==> config.mk <==
export PLATFORM = sky130hd
export DESIGN_NAME = gf4_scl_sched
export DESIGN_NICKNAME = d
export VERILOG_FILES = /design/src/rtl/gf4_sched_pkg.sv /design/src/rtl/gf4_scl_unit.sv /design/src/rtl/gf4_scl_sched.sv
export SDC_FILE = /design/constraint.sdc
export NUM_CORES = 1
export LEC_CHECK = 0
export CORE_MARGIN = 2
export CORE_UTILIZATION = 40
export CTS_BUF_LIST = sky130_fd_sc_hd__clkbuf_4
export DETAILED_ROUTE_END_ITERATION = 16
export DONT_BUFFER_PORTS = 1
export SLEW_MARGIN = 20
export SYNTH_ARGS = -nofsm -noshare
export SYNTH_HDL_FRONTEND = slang
export SYNTH_SLANG_ARGS = --single-unit
==> constraint.sdc <==
create_clock -name clk -period 1.9 [get_ports clk]
set_clock_uncertainty 0.2 [all_clocks]
set_input_delay 0.38 -clock clk [delete_from_list [all_inputs] [get_ports clk]]
set_output_delay 0.38 -clock clk [all_outputs]
set_load 0.1 [all_outputs]
==> src/rtl/gf4_sched_pkg.sv <==
// Shared types for the GF(2^2) scale scheduler.
// Optional feature macro: GF_SCL_POW_EN (per-request repeat count).
package gf4_sched_pkg;

  typedef enum logic [1:0] {
    IDLE = 2'd0,
    RUN  = 2'd1,
    DONE = 2'd2
  } state_e;

  // GF(2^2) element, polynomial basis
  typedef logic [1:0] gf4_t;

  // Number of scale steps applied to an accepted operand
  typedef logic [1:0] pow_t;

  // Repeat count used when the per-request count is not built in
  localparam pow_t POW_FIXED = 2'd1;

endpackage

==> src/rtl/gf4_scl_unit.sv <==
// Combinational GF(2^2) scale: s(a) = {a1^a0, a1}.
// Shared by all requesters; the scheduler feeds it the accumulator.
module gf4_scl_unit
  import gf4_sched_pkg::*;
(
  input  gf4_t a,
  output gf4_t y
);

  assign y = {a[1] ^ a[0], a[1]};

endmodule

==> src/rtl/gf4_scl_sched.sv <==
// Round-robin scheduler feeding a single shared GF(2^2) scale unit.
// Optional feature macro: GF_SCL_POW_EN adds req_pow (repeat count 0..3
// per requester); without it every operand is scaled exactly once.
//
// state | meaning
// IDLE  | arbitrating; one-hot req_ready to first valid requester from rr_ptr
// RUN   | applying scale to acc once per edge, cnt counts down to 1
// DONE  | result held on out_data/out_id until out_ready
module gf4_scl_sched
  import gf4_sched_pkg::*;
#(
  parameter  int NREQ = 4,
  localparam int IDW  = $clog2(NREQ)
) (
  input  logic              clk,
  input  logic              rst_n,
  input  logic [NREQ-1:0]   req_valid,
  input  logic [2*NREQ-1:0] req_data,
`ifdef GF_SCL_POW_EN
  input  logic [2*NREQ-1:0] req_pow,
`endif
  output logic [NREQ-1:0]   req_ready,
  output logic              out_valid,
  output logic [1:0]        out_data,
  output logic [IDW-1:0]    out_id,
  input  logic              out_ready,
  output logic              busy
);

  state_e          state_q, state_d;
  gf4_t            acc_q, acc_d;
  pow_t            cnt_q, cnt_d;
  logic [IDW-1:0]  id_q, id_d;
  logic [IDW-1:0]  rr_q, rr_d;

  logic            grant_found;
  logic [IDW-1:0]  grant_idx;
  logic [IDW-1:0]  cand;
  gf4_t            sel_data;
  pow_t            sel_pow;
  gf4_t            scl_y;

  gf4_scl_unit u_scl (
    .a (acc_q),
    .y (scl_y)
  );

  // Search upward from rr_ptr with wrap; IDW-bit addition gives the wrap for free
  always_comb begin
    grant_found = 1'b0;
    grant_idx   = '0;
    cand        = '0;
    for (int k = 0; k < NREQ; k++) begin
      cand = rr_q + IDW'(k);
      if (!grant_found && req_valid[cand]) begin
        grant_found = 1'b1;
        grant_idx   = cand;
      end
    end
  end

  // Operand and repeat count of the requester currently being offered the grant
  always_comb begin
    sel_data = req_data[{grant_idx, 1'b0} +: 2];
`ifdef GF_SCL_POW_EN
    sel_pow  = req_pow[{grant_idx, 1'b0} +: 2];
`else
    sel_pow  = POW_FIXED;
`endif
  end

  // Grant only in IDLE; rst_n gating keeps ready low while reset is held
  always_comb begin
    req_ready = '0;
    if (rst_n && (state_q == IDLE) && grant_found) begin
      req_ready[grant_idx] = 1'b1;
    end
  end

  // Next-state and datapath updates
  always_comb begin
    state_d = state_q;
    acc_d   = acc_q;
    cnt_d   = cnt_q;
    id_d    = id_q;
    rr_d    = rr_q;
    case (state_q)
      IDLE: begin
        if (grant_found) begin
          acc_d   = sel_data;
          cnt_d   = sel_pow;
          id_d    = grant_idx;
          rr_d    = grant_idx + IDW'(1);
          state_d = (sel_pow == 2'd0) ? DONE : RUN;
        end
      end
      RUN: begin
        acc_d = scl_y;
        cnt_d = cnt_q - 2'd1;
        if (cnt_q == 2'd1) begin
          state_d = DONE;
        end
      end
      DONE: begin
        if (out_ready) begin
          state_d = IDLE;
        end
      end
      default: state_d = IDLE;
    endcase
  end

  // State and datapath registers
  always_ff @(posedge clk or negedge rst_n) begin
    if (!rst_n) begin
      state_q <= IDLE;
      acc_q   <= '0;
      cnt_q   <= '0;
      id_q    <= '0;
      rr_q    <= '0;
    end else begin
      state_q <= state_d;
      acc_q   <= acc_d;
      cnt_q   <= cnt_d;
      id_q    <= id_d;
      rr_q    <= rr_d;
    end
  end

  assign out_valid = (state_q == DONE);
  assign busy      = (state_q != IDLE);
  assign out_data  = acc_q;
  assign out_id    = id_q;

endmodule

# After elaboration in Yosys (flattened, before gate mapping)
# Cells that the tools add are included.
word_totals:
  regBits: 10
  inputBits: 15
  out_inout_bits: 10
  wordCells: 65
op_classes:
  order_cmp: 6
  muxes: 26
  n_shift: 1
  add_sub_neg: 5
  bitwise_logic: 1
  reduce_logical: 15
  n_eq_ne: 6
op_table:
  columns: ["operator", "n"]
  rows:
  - ["2-to-1 mux 2 bit", 8]
  - ["less-than comparator 2 x 3 -> 1 bit, second input constant", 5]
  - ["2-to-1 mux 1 bit", 9]
  - ["binary-select mux 1 bit (select 2 bit)", 4]
  - ["one-hot mux 2 bit (2 select lines)", 2]
  - ["indexed part select 8 x 4 -> 2 bit", 1]
  - ["logical AND 1 bit", 6]
  - ["one-hot mux 2 bit (3 select lines)", 1]
  - ["adder 2 x 1 -> 2 bit, second input constant", 2]
  - ["adder 2 bit, second input constant", 2]
  - ["== test 2 x 1 -> 1 bit, second input constant", 2]
  - ["2-to-1 mux 4 bit", 1]
  - ["!= test 2 bit, second input constant", 2]
  - ["AND reduction 2 bit", 2]
  - ["nonzero test 2 bit", 2]
  - ["zero test 1 bit", 3]
  - ["AND reduction 3 bit", 1]
  - ["demux 1 bit (select 2 bit)", 1]
  - ["== test 2 bit, second input constant", 1]
  - ["greater-or-equal comparator 2 x 1 -> 1 bit, second input constant", 1]
  - ["zero test 2 bit", 1]
  - ["!= test 2 x 1 -> 1 bit, second input constant", 1]
  - ["subtractor 2 x 1 -> 2 bit, second input constant", 1]
  - ["XOR 1 bit", 1]

# Longest topological paths before layout
logic_depth:
  ltp_word: 17
  depth_mapped: 6
  depth_no_buf: 5

# By module
# Synthesis repeated with hierarchy kept, for this count alone.
hier_totals:
  cells_unflattened: 75
  area_unflattened_um2: 691.9
by_module_without_submodules:
  columns: ["mod", "area_per_inst_um2", "seq_area_each_um2", "cells_each", "n_inst"]
  rows:
  - ["gf4_scl_sched", 675.6, 250.2, 73, 1]
  - ["gf4_scl_unit", 16.3, 0.0, 2, 1]

# Worst setup path after synthesis
# No wires, ideal clock.
synth_path:
  path_kind: "register -> output"
  from: "reg state_q[0]"
  to: "out req_ready[0]"
  stages_incl_launch_ff: 5
  t_arrival_ns: 3.698
  path_slack_ns: -2.378
  n_path_buf: 0
  t_required_ns: 1.320
  cell_sequence: "dfrtp_1 or2_1 a21oi_1 nand2_1 nor3_1"
synth_between:
  elab_chain_len: 4
synth_lines:
  columns: ["element", "line", "text"]
  rows:
  - ["start, declared", "gf4_scl_sched.sv:30", "state_e state_q, state_d;"]
  - ["start signal, assigned", "gf4_scl_sched.sv:122", "state_q <= state_d;"]
  - ["zero test 2 bit", "gf4_scl_sched.sv:75", "if (rst_n && (state_q == IDLE) && grant_found) begin"]
  - ["logical AND 1 bit (2 in series)", "gf4_scl_sched.sv:75", null]
  - ["2-to-1 mux 4 bit", "gf4_scl_sched.sv:75", null]
  - ["end, declared", "gf4_scl_sched.sv:22", "output logic [NREQ-1:0] req_ready,"]
# No other way between the ends.

# Worst setup path in the final report
layout_path:
  from: "reg rr_q[0]"
  to: "out req_ready[1]"
layout_between:
  elab_chain_len: 17
  elab_cells_between_ends: 32
  classes_between: "add/sub (3); order compare (2); mux (19); reduce/logical (8)"
layout_lines:
  columns: ["element", "line", "text"]
  rows:
  - ["start, declared", "gf4_scl_sched.sv:34", "logic [IDW-1:0] rr_q, rr_d;"]
  - ["start signal, assigned", "gf4_scl_sched.sv:126", "rr_q <= rr_d;"]
  - ["branches (longest 16 deep; another with less-than comparator 2 x 3 -> 1 bit)", null, null]
  - ["2-to-1 mux 4 bit (*)", "gf4_scl_sched.sv:75", null]
# Mark *: on every way between the ends. The select of a mux whose other input is x is not followed.

==> flow_summary_export.csv <==
group,metric,value,unit
cts,clockBufferDepth,2,
cts,clk_pin_slew_worst_paths,70,ps
outcome,violations,"setup timing",
global_routing,grt_pass1_vias,686,
critical_path,sequence_of_cells_on_the_critical_path,"nor2b_2 > or4b_4 > nand2_8 > nand3_4 > nor2_4 > buf_12",
cts,h_tree_level_count,1,
critical_path,critPathMaxFanout,3,
floorplan,die_x,44.83,um
logic_synthesis,dominantRegCellSynth,"sky130_fd_sc_hd__dfrtp_1",
logic_synthesis,netlist_instances,72,
placed_design,hpwlAfterDp,1280,um
cells_and_area,synthToLayoutAreaGrowth,73.92,%
timing,period_minus_slack,2327,ps
route,drt_drc_violations_left,0,
cts,tritoncts_num_sinks,10,
floorplan,cell_rows,14,
route,route.vias.total,681,
floorplan,top_level_ports,25,
route,first_iter_violations,7,
placed_design,port-buffer-count,0,
global_routing,global_route_total_overflow,0,
logic_synthesis,async_reset_ff_frac,1.000,
critical_path,slowest_stage,"sky130_fd_sc_hd__or4b_4",
global_routing,grt_max_degree,11,
logic_synthesis,synth.cell_area,666.9,um^2
logic_synthesis,synth-warning-count,0,
timing,relative_slew_slack,0.6953,
timing,max_freq,429.7,MHz
logic_synthesis,netlist.area_leader.share,0.3752,
timing,setup_viol,7,
placed_design,place.gp.congestion,0.7478,
critical_path,setup.worst_path.end_class,"output pin",
timing,unrepaired_setup_endpoints_after_global_routing,"true",
floorplan,die-height,44.83,um
cells_and_area,filler_cells_inserted,99,
logic_synthesis,postSynthNetCount,88,
route,drt_first_pass_iters,4,
floorplan,initial_utilization,0.4326,
worst_hold_path,hold_path_class,"in -> reg",
outcome,status,"finished with violations",
logic_synthesis,synth.ff_latch_count,10,
route,routedWlPerCell,15.11,um
timing,period_share,1.225,
global_routing,grt_first_pass_wirelength,3008,um
floorplan,core_area,1541,um^2
timing,final_max_slew_violation_count,0,
route,drt-total-wl,1874,um
cts,tritoncts,"built",
logic_synthesis,synth.lib_cells_used.distinct,32,
timing,hold_viol,0,
cells_and_area,finalNetCount,125,
logic_synthesis,synth_area_per_cell,9.262,um^2
timing,worst_slew_pin_slew,455.6,ps
timing,fin_ws,-427.2,ps
cells_and_area,antenna-diode-count,0,
route,antenna_left,0,
logic_synthesis,synth-seq-area-share,0.3752,
cts,cts-buffers-inserted,3,
cts,clock_tree.root_cell,"sky130_fd_sc_hd__clkbuf_4",
global_routing,gr-usage-all-layers,0.2116,
critical_path,arrival,1750,ps
logic_synthesis,synthTopCellsByArea,"sky130_fd_sc_hd__dfrtp_1 38%, sky130_fd_sc_hd__nand2_1 5.6%, sky130_fd_sc_hd__nor2b_1 5.6%, sky130_fd_sc_hd__a2111oi_4 4.1%, sky130_fd_sc_hd__nor2_1 3.9%",
critical_path,crit_type,"reg -> out",
critical_path,timing.critical_path.from_type,"flop",
cts,clk-insertion-delay-late,270,ps
logic_synthesis,cell_type_with_the_largest_total_area_after_synthesis,"sky130_fd_sc_hd__dfrtp_1",
logic_synthesis,synth_edf_count,0,
logic_synthesis,netlist_top_cells_count,"10 x sky130_fd_sc_hd__dfrtp_1, 10 x sky130_fd_sc_hd__nand2_1, 7 x sky130_fd_sc_hd__nor2_1",
critical_path,slowest_delay,530,ps
flow_run,max_cap_viol_count,0,
critical_path,worstPathRequired,1320,ps
placed_design,dp_cells,112,
cells_and_area,finalNonFillerCells,124,
floorplan,floorplan.die_area,2010,um^2
cells_and_area,layout-drive-gt1-share,0.5648,
route,via_per_inst,5.492,
global_routing,antenna_found_initial,0,
[critical path: cells and delay by family (launching register included)]
kind          cells  cell delay (ps)
simple gates      5              900
flops             1              400
buf+inv           1              180
[logic make-up (layout without fill, tap and decap cells)]
group | Yosys count | count (layout) | share of synthesized area
XOR/XNOR | 2 | 2 | 0.02627
AO/OA/AOI/OAI | 18 | 18 | 0.2439
buffers and inverters | 6 | 42 | 0.03563
flip-flops | 10 | 10 | 0.3752
multiplexers | 2 | 2 | 0.03002
adder cells (fa/ha/maj) | 1 | 1 | 0.01876
AND/OR/NAND/NOR | 33 | 33 | 0.2702
[layout by cell type (no fill, tap or decap), types with 2 or more instances in the layout]
cell type	Yosys	routed
sky130_fd_sc_hd__a21oi_1	3	2
sky130_fd_sc_hd__nor2_1	7	5
sky130_fd_sc_hd__buf_6	0	6
sky130_fd_sc_hd__buf_12	0	5
sky130_fd_sc_hd__nor3_4	0	2
sky130_fd_sc_hd__nand2_2	0	2
sky130_fd_sc_hd__nor2_4	0	2
sky130_fd_sc_hd__nor2b_2	0	3
sky130_fd_sc_hd__clkbuf_4	0	3
sky130_fd_sc_hd__dfrtp_1	10	10
sky130_fd_sc_hd__inv_1	4	3
sky130_fd_sc_hd__a21o_1	2	2
sky130_fd_sc_hd__nand2_1	10	8
sky130_fd_sc_hd__mux2i_2	0	2
sky130_fd_sc_hd__nor2b_1	6	3
sky130_fd_sc_hd__buf_4	0	21
[metrics by stage]
stage	setup WS (ps)	area (um^2)	hold WS [ps]	setup TNS, ps	utilization
2_1_floorplan	-614.9	743.2	-115.6	-2278	-
3_3_place_gp	-288.4	1006	-115.3	-1436	0.6526
3_5_place_dp	-303.2	1006	-115.3	-1563	0.6526
4_1_cts	-443.3	1109	87.43	-2012	0.7192
5_1_grt	-496.7	1160	96.78	-2370	0.7524
6_report	-427.2	1160	88.16	-1951	0.7524
[timing repair]
action	CTS	global route
resized for setup	8	11
endpoints found under the hold margin	10	0
endpoints found under the setup margin	6	8
setup buffers	6	4
pin swaps	10	8
hold buffers	1	0
[metal layers]
layer,up-vias,wire length (um),GRT usage
li1,330,-,-
met2,20,969,0.3623
met3,5,92,0.03200
met4,0,23,0.07059
met1,326,789,0.2737
met5,-,0,0
[final timing paths]
| kind | start | end | slack [ps] | cells past startpoint |
|---|---|---|---|---|
| setup / recovery | rr_q[0] | req_ready[1] | -430 | 6 |
| setup reg to reg | rr_q[0] | out_data[1] | -180 | 8 |
| hold / removal | out_ready | state_q[1] | 90 | 2 |
| max in group asynchronous | rst_n | out_id[1] | 890 | 1 |
| min in group asynchronous | rst_n | rr_q[0] | 290 | 1 |
| hold reg to reg | cnt_q[0] | cnt_q[0] | 290 | 1 |
[sequential cells by signal, indices dropped and copies added, names as in the netlist]
register  cells
cnt_q         2
out_data      2
out_id        2
rr_q          2
state_q       2
[area by class of cell]
type	instances	area [um^2]	share of cell area
clock inverter	1	3.754	0.003236
tap	16	20.02	0.01726
inverter	4	15.01	0.01295
multi-input combinational	56	498.0	0.4293
sequential	10	250.2	0.2158
clock buffer	3	22.52	0.01942
timing repair buffer	34	350.3	0.3021
Power is left out: the tool's default activity adds up to more than one toggle a clock period on the data nets, which glitch-free logic cannot reach.
